## src/rtl/prio.sv

```systemverilog
// Display-source priority selector: registers the most advanced ready stage
// (product, then second operand, then first operand) onto the 16-bit display bus.
module prio (
  input  logic        clk,
  input  logic        rst,
  input  logic [7:0]  num_1,
  input  logic [7:0]  num_2,
  input  logic        listo_1,
  input  logic        listo_2,
  input  logic        listo,
  input  logic [15:0] num_mul,
  output logic [15:0] numero_output
);

  typedef enum logic [1:0] {
    SEL_NONE = 2'd0,
    SEL_OP1  = 2'd1,
    SEL_OP2  = 2'd2,
    SEL_MUL  = 2'd3
  } sel_e;

  sel_e        sel_d, sel_q;
  logic [15:0] out_d, out_q;
  logic        load;

  // Fixed priority: product beats second operand beats first operand.
  always_comb begin
    sel_d = SEL_NONE;
    if (listo) begin
      sel_d = SEL_MUL;
    end else if (listo_2) begin
      sel_d = SEL_OP2;
    end else if (listo_1) begin
      sel_d = SEL_OP1;
    end
  end

  always_comb begin
    out_d = 16'h0000;
    unique case (sel_d)
      SEL_MUL:  out_d = num_mul;
      SEL_OP2:  out_d = {8'h00, num_2};
      SEL_OP1:  out_d = {8'h00, num_1};
      SEL_NONE: out_d = 16'h0000;
      default:  out_d = 16'h0000;
    endcase
  end

  // Staying in NONE needs no reload: the output already holds zero there.
  assign load = !((sel_d == SEL_NONE) && (sel_q == SEL_NONE));

  always_ff @(posedge clk) begin
    if (rst) begin
      sel_q <= SEL_NONE;
      out_q <= 16'h0000;
    end else begin
      sel_q <= sel_d;
      if (load) begin
        out_q <= out_d;
      end
    end
  end

  assign numero_output = out_q;

endmodule

```

## config.mk

```make
export PLATFORM = sky130hd
export DESIGN_NAME = prio
export DESIGN_NICKNAME = d
export VERILOG_FILES = /design/src/rtl/prio.sv
export SDC_FILE = /design/constraint.sdc
export NUM_CORES = 1
export LEC_CHECK = 0
export CORE_UTILIZATION = 36
export CTS_BUF_LIST = sky130_fd_sc_hd__clkbuf_16
export DETAILED_ROUTE_END_ITERATION = 8
export MAX_ROUTING_LAYER = met4
export PLACE_DENSITY = 0.85
export SYNTH_ARGS = -nofsm -noshare
export SYNTH_HDL_FRONTEND = slang
export SYNTH_SLANG_ARGS = --single-unit
```

## constraint.sdc

```tcl
create_clock -name clk -period 3.5 [get_ports clk]
set_input_delay 1.05 -clock clk [delete_from_list [all_inputs] [get_ports clk]]
set_output_delay 1.05 -clock clk [all_outputs]
set_load 0.02 [all_outputs]
```

==> impl_results.html <==
<table>
<tr><th>Metric</th><th>Value</th></tr>
<tr><th colspan="2">Synth</th></tr>
<tr><td>Synthesis-stage register bit count</td><td>18</td></tr>
<tr><td>Area leader, netlist</td><td>dfxtp_1</td></tr>
<tr><td>Cell types with the largest area share after synthesis</td><td>dfxtp_1 (49%), a22o_1 (19%), a221o_1 (11%), a21oi_1 (5.4%), inv_1 (4.1%)</td></tr>
<tr><td>Syn Area/Cell</td><td>between 10 and 15 µm²</td></tr>
<tr><td>Yosys warns</td><td>0</td></tr>
<tr><td>Post-Syn Area</td><td>around 740 µm²</td></tr>
<tr><td>Cell count after synthesis</td><td>73</td></tr>
<tr><td>Area fraction of the dominant cell type after synthesis</td><td>48.6%</td></tr>
<tr><td>Sequential share of the synthesized area</td><td>between 40% and 50%</td></tr>
<tr><td>Number of nets produced by synthesis</td><td>between 100 and 150</td></tr>
<tr><td>Distinct cell type count after synthesis</td><td>13</td></tr>
<tr><th colspan="2">Global route</th></tr>
<tr><td>Wire length of the first global-routing pass</td><td>between 3000 and 4000 µm</td></tr>
<tr><td>Global routing usage summed across all routing layers</td><td>a little over a quarter</td></tr>
<tr><td>Grt total ovfl</td><td>0</td></tr>
<tr><td>Number of antenna violations at the first check in global routing</td><td>0</td></tr>
<tr><td>Pin count of the biggest net entering global routing</td><td>20</td></tr>
<tr><td>Number of global-route vias before repair</td><td>766</td></tr>
<tr><th colspan="2">Final layout</th></tr>
<tr><td>Fraction of final layout cells with drive strength greater than 1</td><td>6.40%</td></tr>
<tr><td>Synth-to-Final Area Change</td><td>83.8%</td></tr>
<tr><td>Post-layout util</td><td>70.1%</td></tr>
<tr><td>Post-route standard cell area excluding fillers</td><td>between 0.001 and 0.0015 mm²</td></tr>
<tr><td>Ant. Diodes</td><td>0</td></tr>
<tr><td>NumNets Final</td><td>163</td></tr>
<tr><td>Filler instances</td><td>~140</td></tr>
<tr><td>Post-route non-filler standard cell count</td><td>approximately 150</td></tr>
<tr><th colspan="2">Placed design</th></tr>
<tr><td>Cell total after placement</td><td>148</td></tr>
<tr><td>Routability cong.</td><td>between 0.6 and 0.7</td></tr>
<tr><td>IO buf count</td><td>52</td></tr>
<tr><td>Dpl cell area</td><td>about 0.0013 mm²</td></tr>
<tr><td>Final HPWL DP</td><td>around 1700 µm</td></tr>
<tr><td>Dpl ws</td><td>~0.46 ns</td></tr>
<tr><th colspan="2">Hold path</th></tr>
<tr><td>HP Start</td><td>numero_output[10]</td></tr>
<tr><td>Hold Path Cell Cnt</td><td>1</td></tr>
<tr><td>Hold Crit Endpoint</td><td>numero_output[10]</td></tr>
<tr><td>Hold Crit Class</td><td>reg -&gt; reg</td></tr>
<tr><th colspan="2">Timing</th></tr>
<tr><td>Final period util</td><td>between 70% and 80%</td></tr>
<tr><td>Worst clock skew</td><td>between 0.002 and 0.0025 ns</td></tr>
<tr><td>Total of endpoints with negative setup slack in the final report</td><td>0</td></tr>
<tr><td>Unrepaired setup endpoints after global routing</td><td>no</td></tr>
<tr><td>Top achievable clock speed</td><td>~0.36 GHz</td></tr>
<tr><td>Final-report hold violation count</td><td>0</td></tr>
<tr><td>Time the final worst path needs with I/O delays and setup</td><td>between 2 and 3 ns</td></tr>
<tr><td>Final worst-path setup slack</td><td>0.712 ns</td></tr>
<tr><td>Worst slack on hold paths</td><td>just under 0.5 ns</td></tr>
<tr><td>Final-report max-slew violation count</td><td>0</td></tr>
<tr><td>Final TNS setup</td><td>0 ns</td></tr>
<tr><td>Max transition margin</td><td>56.0%</td></tr>
<tr><td>Actual transition at the worst max-transition pin</td><td>~0.66 ns</td></tr>
<tr><th colspan="2">Worst setup path</th></tr>
<tr><td>Critical path's slowest cell</td><td>or4_4</td></tr>
<tr><td>CP cell instances</td><td>clkdlybuf4s50_1 &gt; buf_4 &gt; or4_4 &gt; nor3_4 &gt; a22o_1</td></tr>
<tr><td>Critical Setup Path Class</td><td>in -&gt; reg</td></tr>
<tr><td>Launch instance of the worst register-to-register path</td><td>sel_q[0]</td></tr>
<tr><td>CP required</td><td>about 3.7 ns</td></tr>
<tr><td>Worst setup EP type</td><td>flip-flop</td></tr>
<tr><td>Crit path arrival time</td><td>2.97 ns</td></tr>
<tr><td>Sort of element at the start of the critical path</td><td>primary input</td></tr>
<tr><td>Peak per-stage delay on the critical path</td><td>~0.55 ns</td></tr>
<tr><td>Reg-to-reg endpoint</td><td>numero_output[11]</td></tr>
<tr><td>Critical path fanouts, max</td><td>16</td></tr>
<tr><td>Worst-case register-to-register setup slack</td><td>approximately 1.9 ns</td></tr>
<tr><td>Worst reg-to-reg path cell count</td><td>3</td></tr>
<tr><th colspan="2">Drt</th></tr>
<tr><td>DRC violation total after the first TritonRoute iteration</td><td>10</td></tr>
<tr><td>DRC viols</td><td>0</td></tr>
<tr><td>Total number of vias</td><td>801</td></tr>
<tr><td>Met3 wirelength from detailed routing</td><td>between 200 and 250 µm</td></tr>
<tr><td>DRT antenna net count</td><td>0</td></tr>
<tr><td>Highest routed metal layer</td><td>met4</td></tr>
<tr><td>Sum of routed wire segments on met1</td><td>around 950 µm</td></tr>
<tr><td>Via density</td><td>about 5.3</td></tr>
<tr><td>Wire length on met2</td><td>between 1000 and 1500 µm</td></tr>
<tr><td>WL/cell</td><td>between 15 and 20 µm</td></tr>
<tr><td>Total routed wirelength</td><td>2590 µm</td></tr>
<tr><td>Length of the first detailed-routing pass in iterations</td><td>3</td></tr>
<tr><th colspan="2">Clock network</th></tr>
<tr><td>Clock root buffer</td><td>clkbuf_16</td></tr>
<tr><td>Count of H-tree levels built during CTS</td><td>1</td></tr>
<tr><td>Cts repair resizes</td><td>0</td></tr>
<tr><td>CTS clk-pin slew, worst paths</td><td>approximately 0.05 ns</td></tr>
<tr><td>CTS Buffer Depth</td><td>2</td></tr>
<tr><td>CTS Hold Bufs</td><td>0</td></tr>
<tr><td>Source-to-sink clock delay at the later pin of the worst-skew pair</td><td>~0.25 ns</td></tr>
<tr><td>Clk sink count</td><td>18</td></tr>
<tr><td>Setup Buffers After CTS</td><td>0</td></tr>
<tr><td>TritonCTS clock tree</td><td>built</td></tr>
<tr><td>Clock buffer count from CTS</td><td>3</td></tr>
<tr><th colspan="2">Job</th></tr>
<tr><td># Max-Cap Violations</td><td>0</td></tr>
<tr><th colspan="2">Power and ir drop</th></tr>
<tr><td>Overall Power</td><td>0.565 mW</td></tr>
<tr><td>Largest voltage drop on the vdd net</td><td>between 200 and 250 µV</td></tr>
<tr><td>Cell leakage power</td><td>0.564 nW</td></tr>
<tr><td>Power per Cell Area</td><td>between 400 and 500 mW/mm²</td></tr>
<tr><th colspan="2">Floorplanning</th></tr>
<tr><td>Die extent in y</td><td>roughly 47 µm</td></tr>
<tr><td>Top-level port count</td><td>53</td></tr>
<tr><td>Starting density of the core</td><td>a little under two fifths</td></tr>
<tr><td>Placeable core region</td><td>around 0.0019 mm²</td></tr>
<tr><td>X dimension of the die</td><td>47.4 µm</td></tr>
<tr><td>Number of core rows</td><td>16</td></tr>
<tr><td>Die footprint</td><td>0.00224 mm²</td></tr>
<tr><th colspan="2">Outcome</th></tr>
<tr><td>Status</td><td>finished clean</td></tr>
</table>
[cells by family (layout without fill, tap and decap cells)]
group	Yosys count	in the layout	synth area share (%)
buffers and inverters	15	67	8.78
AND/OR/NAND/NOR	8	8	7.43
flip-flops	18	18	48.6
AO/OA/AOI/OAI	32	32	35.1
[layer usage]
metal,global-route usage [%],up-vias
met4,16.6,0
met2,44.7,45
met5,-,-
li1,-,376
met1,23.9,368
met3,11.2,12
[power breakdown]
group          internal, mW  leakage, nW  switching (mW)
Combinational        0.0711        0.376          0.0451
Clock                 0.152       0.0385          0.0713
Sequential            0.218        0.149         0.00773
Total                 0.441        0.564           0.124
[critical path, delay by kind of cell]
kind | cells | cell delay (ns)
AO/OA/AOI/OAI | 1 | 0.27
buffers and inverters | 2 | 0.58
AND/OR/NAND/NOR | 2 | 1.08
[cell usage in the layout, fill, tap and decap left out]
master           count
buf_4                3
nor3_4               1
clkinv_1             1
a221o_1              8
dfxtp_1             18
a21oi_1              8
a22o_1              16
clkbuf_16            3
clkdlybuf4s50_1     52
nor2b_1              2
inv_1                8
or4_4                1
nor2_1               4
[Yosys cell counts, drive strengths merged]
| library cell | number |
|---|---|
| dfxtp | 18 |
| a221o | 8 |
| or4 | 1 |
| a21oi | 8 |
| nor2b | 2 |
| nor2 | 4 |
| a22o | 16 |
| buf | 3 |
| nor3 | 1 |
| clkbuf | 4 |
| inv | 8 |
[worst max path at each step]
stage                        end  cells past startpoint  slack, ns    start
6_report       numero_output[11]                      5       0.71  listo_2
5_1_grt        numero_output[11]                      5       0.60  listo_2
4_1_cts        numero_output[11]                      5       0.71  listo_2
3_5_place_dp   numero_output[11]                      5       0.46  listo_2
3_3_place_gp   numero_output[15]                      5       0.56  listo_2
2_1_floorplan  numero_output[14]                      4       1.35  listo_2
[area by class of cell]
class                           count  area, µm²  share of cell area, %
Sequential cell                    18        360                   26.5
Tap cell                           27       33.8                   2.48
Inverter                            8       30.0                   2.21
Clock buffer                        3       75.1                   5.51
Clock inverter                      1       3.75                  0.276
Multi-Input combinational cell     40        315                   23.2
Timing Repair Buffer               55        543                   39.9
[registers in the layout (all words and copies together), names as in the netlist]
| name | flops |
|---|---|
| sel_q | 2 |
| numero_output | 16 |
(Power assumes the default switching activity.)
==> RTL change (same flow settings) <==
Add an input register stage for `num_1`, `num_2`, `listo_1`, `listo_2`, `listo` and `num_mul`, with the module's reset; this delays them by one clock.
--- a/src/rtl/prio.sv
+++ b/src/rtl/prio.sv
@@ -20,4 +20,29 @@
   } sel_e;
 
+  logic [7:0] num_1_q;
+  logic [7:0] num_2_q;
+  logic listo_1_q;
+  logic listo_2_q;
+  logic listo_q;
+  logic [15:0] num_mul_q;
+
+  always_ff @(posedge clk) begin
+    if (rst) begin
+      num_1_q   <= '0;
+      num_2_q   <= '0;
+      listo_1_q <= '0;
+      listo_2_q <= '0;
+      listo_q   <= '0;
+      num_mul_q <= '0;
+    end else begin
+      num_1_q   <= num_1;
+      num_2_q   <= num_2;
+      listo_1_q <= listo_1;
+      listo_2_q <= listo_2;
+      listo_q   <= listo;
+      num_mul_q <= num_mul;
+    end
+  end
+
   sel_e        sel_d, sel_q;
   logic [15:0] out_d, out_q;
@@ -27,9 +52,9 @@
   always_comb begin
     sel_d = SEL_NONE;
-    if (listo) begin
+    if (listo_q) begin
       sel_d = SEL_MUL;
-    end else if (listo_2) begin
+    end else if (listo_2_q) begin
       sel_d = SEL_OP2;
-    end else if (listo_1) begin
+    end else if (listo_1_q) begin
       sel_d = SEL_OP1;
     end
@@ -39,7 +64,7 @@
     out_d = 16'h0000;
     unique case (sel_d)
-      SEL_MUL:  out_d = num_mul;
-      SEL_OP2:  out_d = {8'h00, num_2};
-      SEL_OP1:  out_d = {8'h00, num_1};
+      SEL_MUL:  out_d = num_mul_q;
+      SEL_OP2:  out_d = {8'h00, num_2_q};
+      SEL_OP1:  out_d = {8'h00, num_1_q};
       SEL_NONE: out_d = 16'h0000;
       default:  out_d = 16'h0000;
Formal check against the unedited RTL: not equivalent (a bounded check fails within 4 cycles, from zero or initial values and one cycle with rst high).
==> RTL change against the original RTL <==
  * Sequential cell count grew 35
  * Sequential share of layout area is 19 points higher
  * Cell area is 73% higher
  * Critical endpoint is now numero_output[0]
  * Synthesized area is 130% higher
  * Die area up 120%
  * Wire length increased by 13%
  * Worst setup slack improved by 470 ps
  * Total power is 120% higher
  * Non-clock buffer count is 2 lower
  * Synthesized cell count increased by 100%
==> RTL change: results (changes against the original RTL) <==
run_status:
  status: "finished clean"
power_and_ir_drop:
  p_int_uw: 972  # +120%
  vdd_drop_max_uv: 247  # +2.8%
  leakagePower_nw: 0.921  # +63%
synthesis:
  synth_common_cells: "dfxtp_1 (53), nor2b_1 (37), a22o_1 (16)"
  synth_area_leaders: "dfxtp_1 (63%), nor2b_1 (14%), a22o_1 (8.4%)"
  ys_seq_area_share_pct: 63.3  # +15 points
cells_and_area:
  stdcell_count: 249  # +64%
  fillers: 397  # +180%
  comb.multi_input.count: 75  # +88%
  clkbuf_count: 5  # +2
  multi_input_area_share_pct: 22.7  # -0.50 points
  signal_buffers: 53  # -3.6%
critical_path:
  cp_max_fo: 2  # -14
  ff2ff_setup_slack_ps: 1580  # -280 ps
global_route:
  track_usage_pct: 13.5  # -13 points
  grt_start_max_net_pins: 47  # +140%
clock_network:
  clock_latency_ps: 290  # +40 ps
floorplanning:
  die_area_sq_um: 4930  # +120%
place:
  pre_cts_ws_ps: 1080  # +621 ps
  post-place-cells: 241  # +63%
  dp_hpwl_microns: 2050  # +18%
  place.gp.congestion: 0.717  # +3.5%
timing:
  relSlewSlack_pct: 55.3  # -0.74 points
routing:
  drt-vias-per-instance: 4.64  # -12%
  m1WireLength_microns: 1180  # +24%
-- RTL change: layer usage --
layer / vias to the layer above / global-route usage, %
li1: 587 / -
met5: - / -
met1: 527 / 13.8
met3: 7 / 4.76
met4: 0 / 6.00
met2: 34 / 23.2
-- RTL change: path summary, 6_finish.rpt --
path / startpoint / endpoint / cells past startpoint
setup / recovery: numero_output[0]$_SDFFE_PP0N_ / numero_output[0] / 1
setup reg to reg: listo_q$_SDFF_PP0_ / numero_output[10]$_SDFFE_PP0N_ / 3
hold / removal: num_mul_q[12]$_SDFF_PP0_ / numero_output[12]$_SDFFE_PP0N_ / 1
hold reg to reg: num_mul_q[12]$_SDFF_PP0_ / numero_output[12]$_SDFFE_PP0N_ / 1
-- RTL change: cells by family after synthesis --
kind of cell / synth area share (%)
buffers and inverters: 4.78
flip-flops: 63.3
AND/OR/NAND/NOR: 16.4
AO/OA/AOI/OAI: 15.5
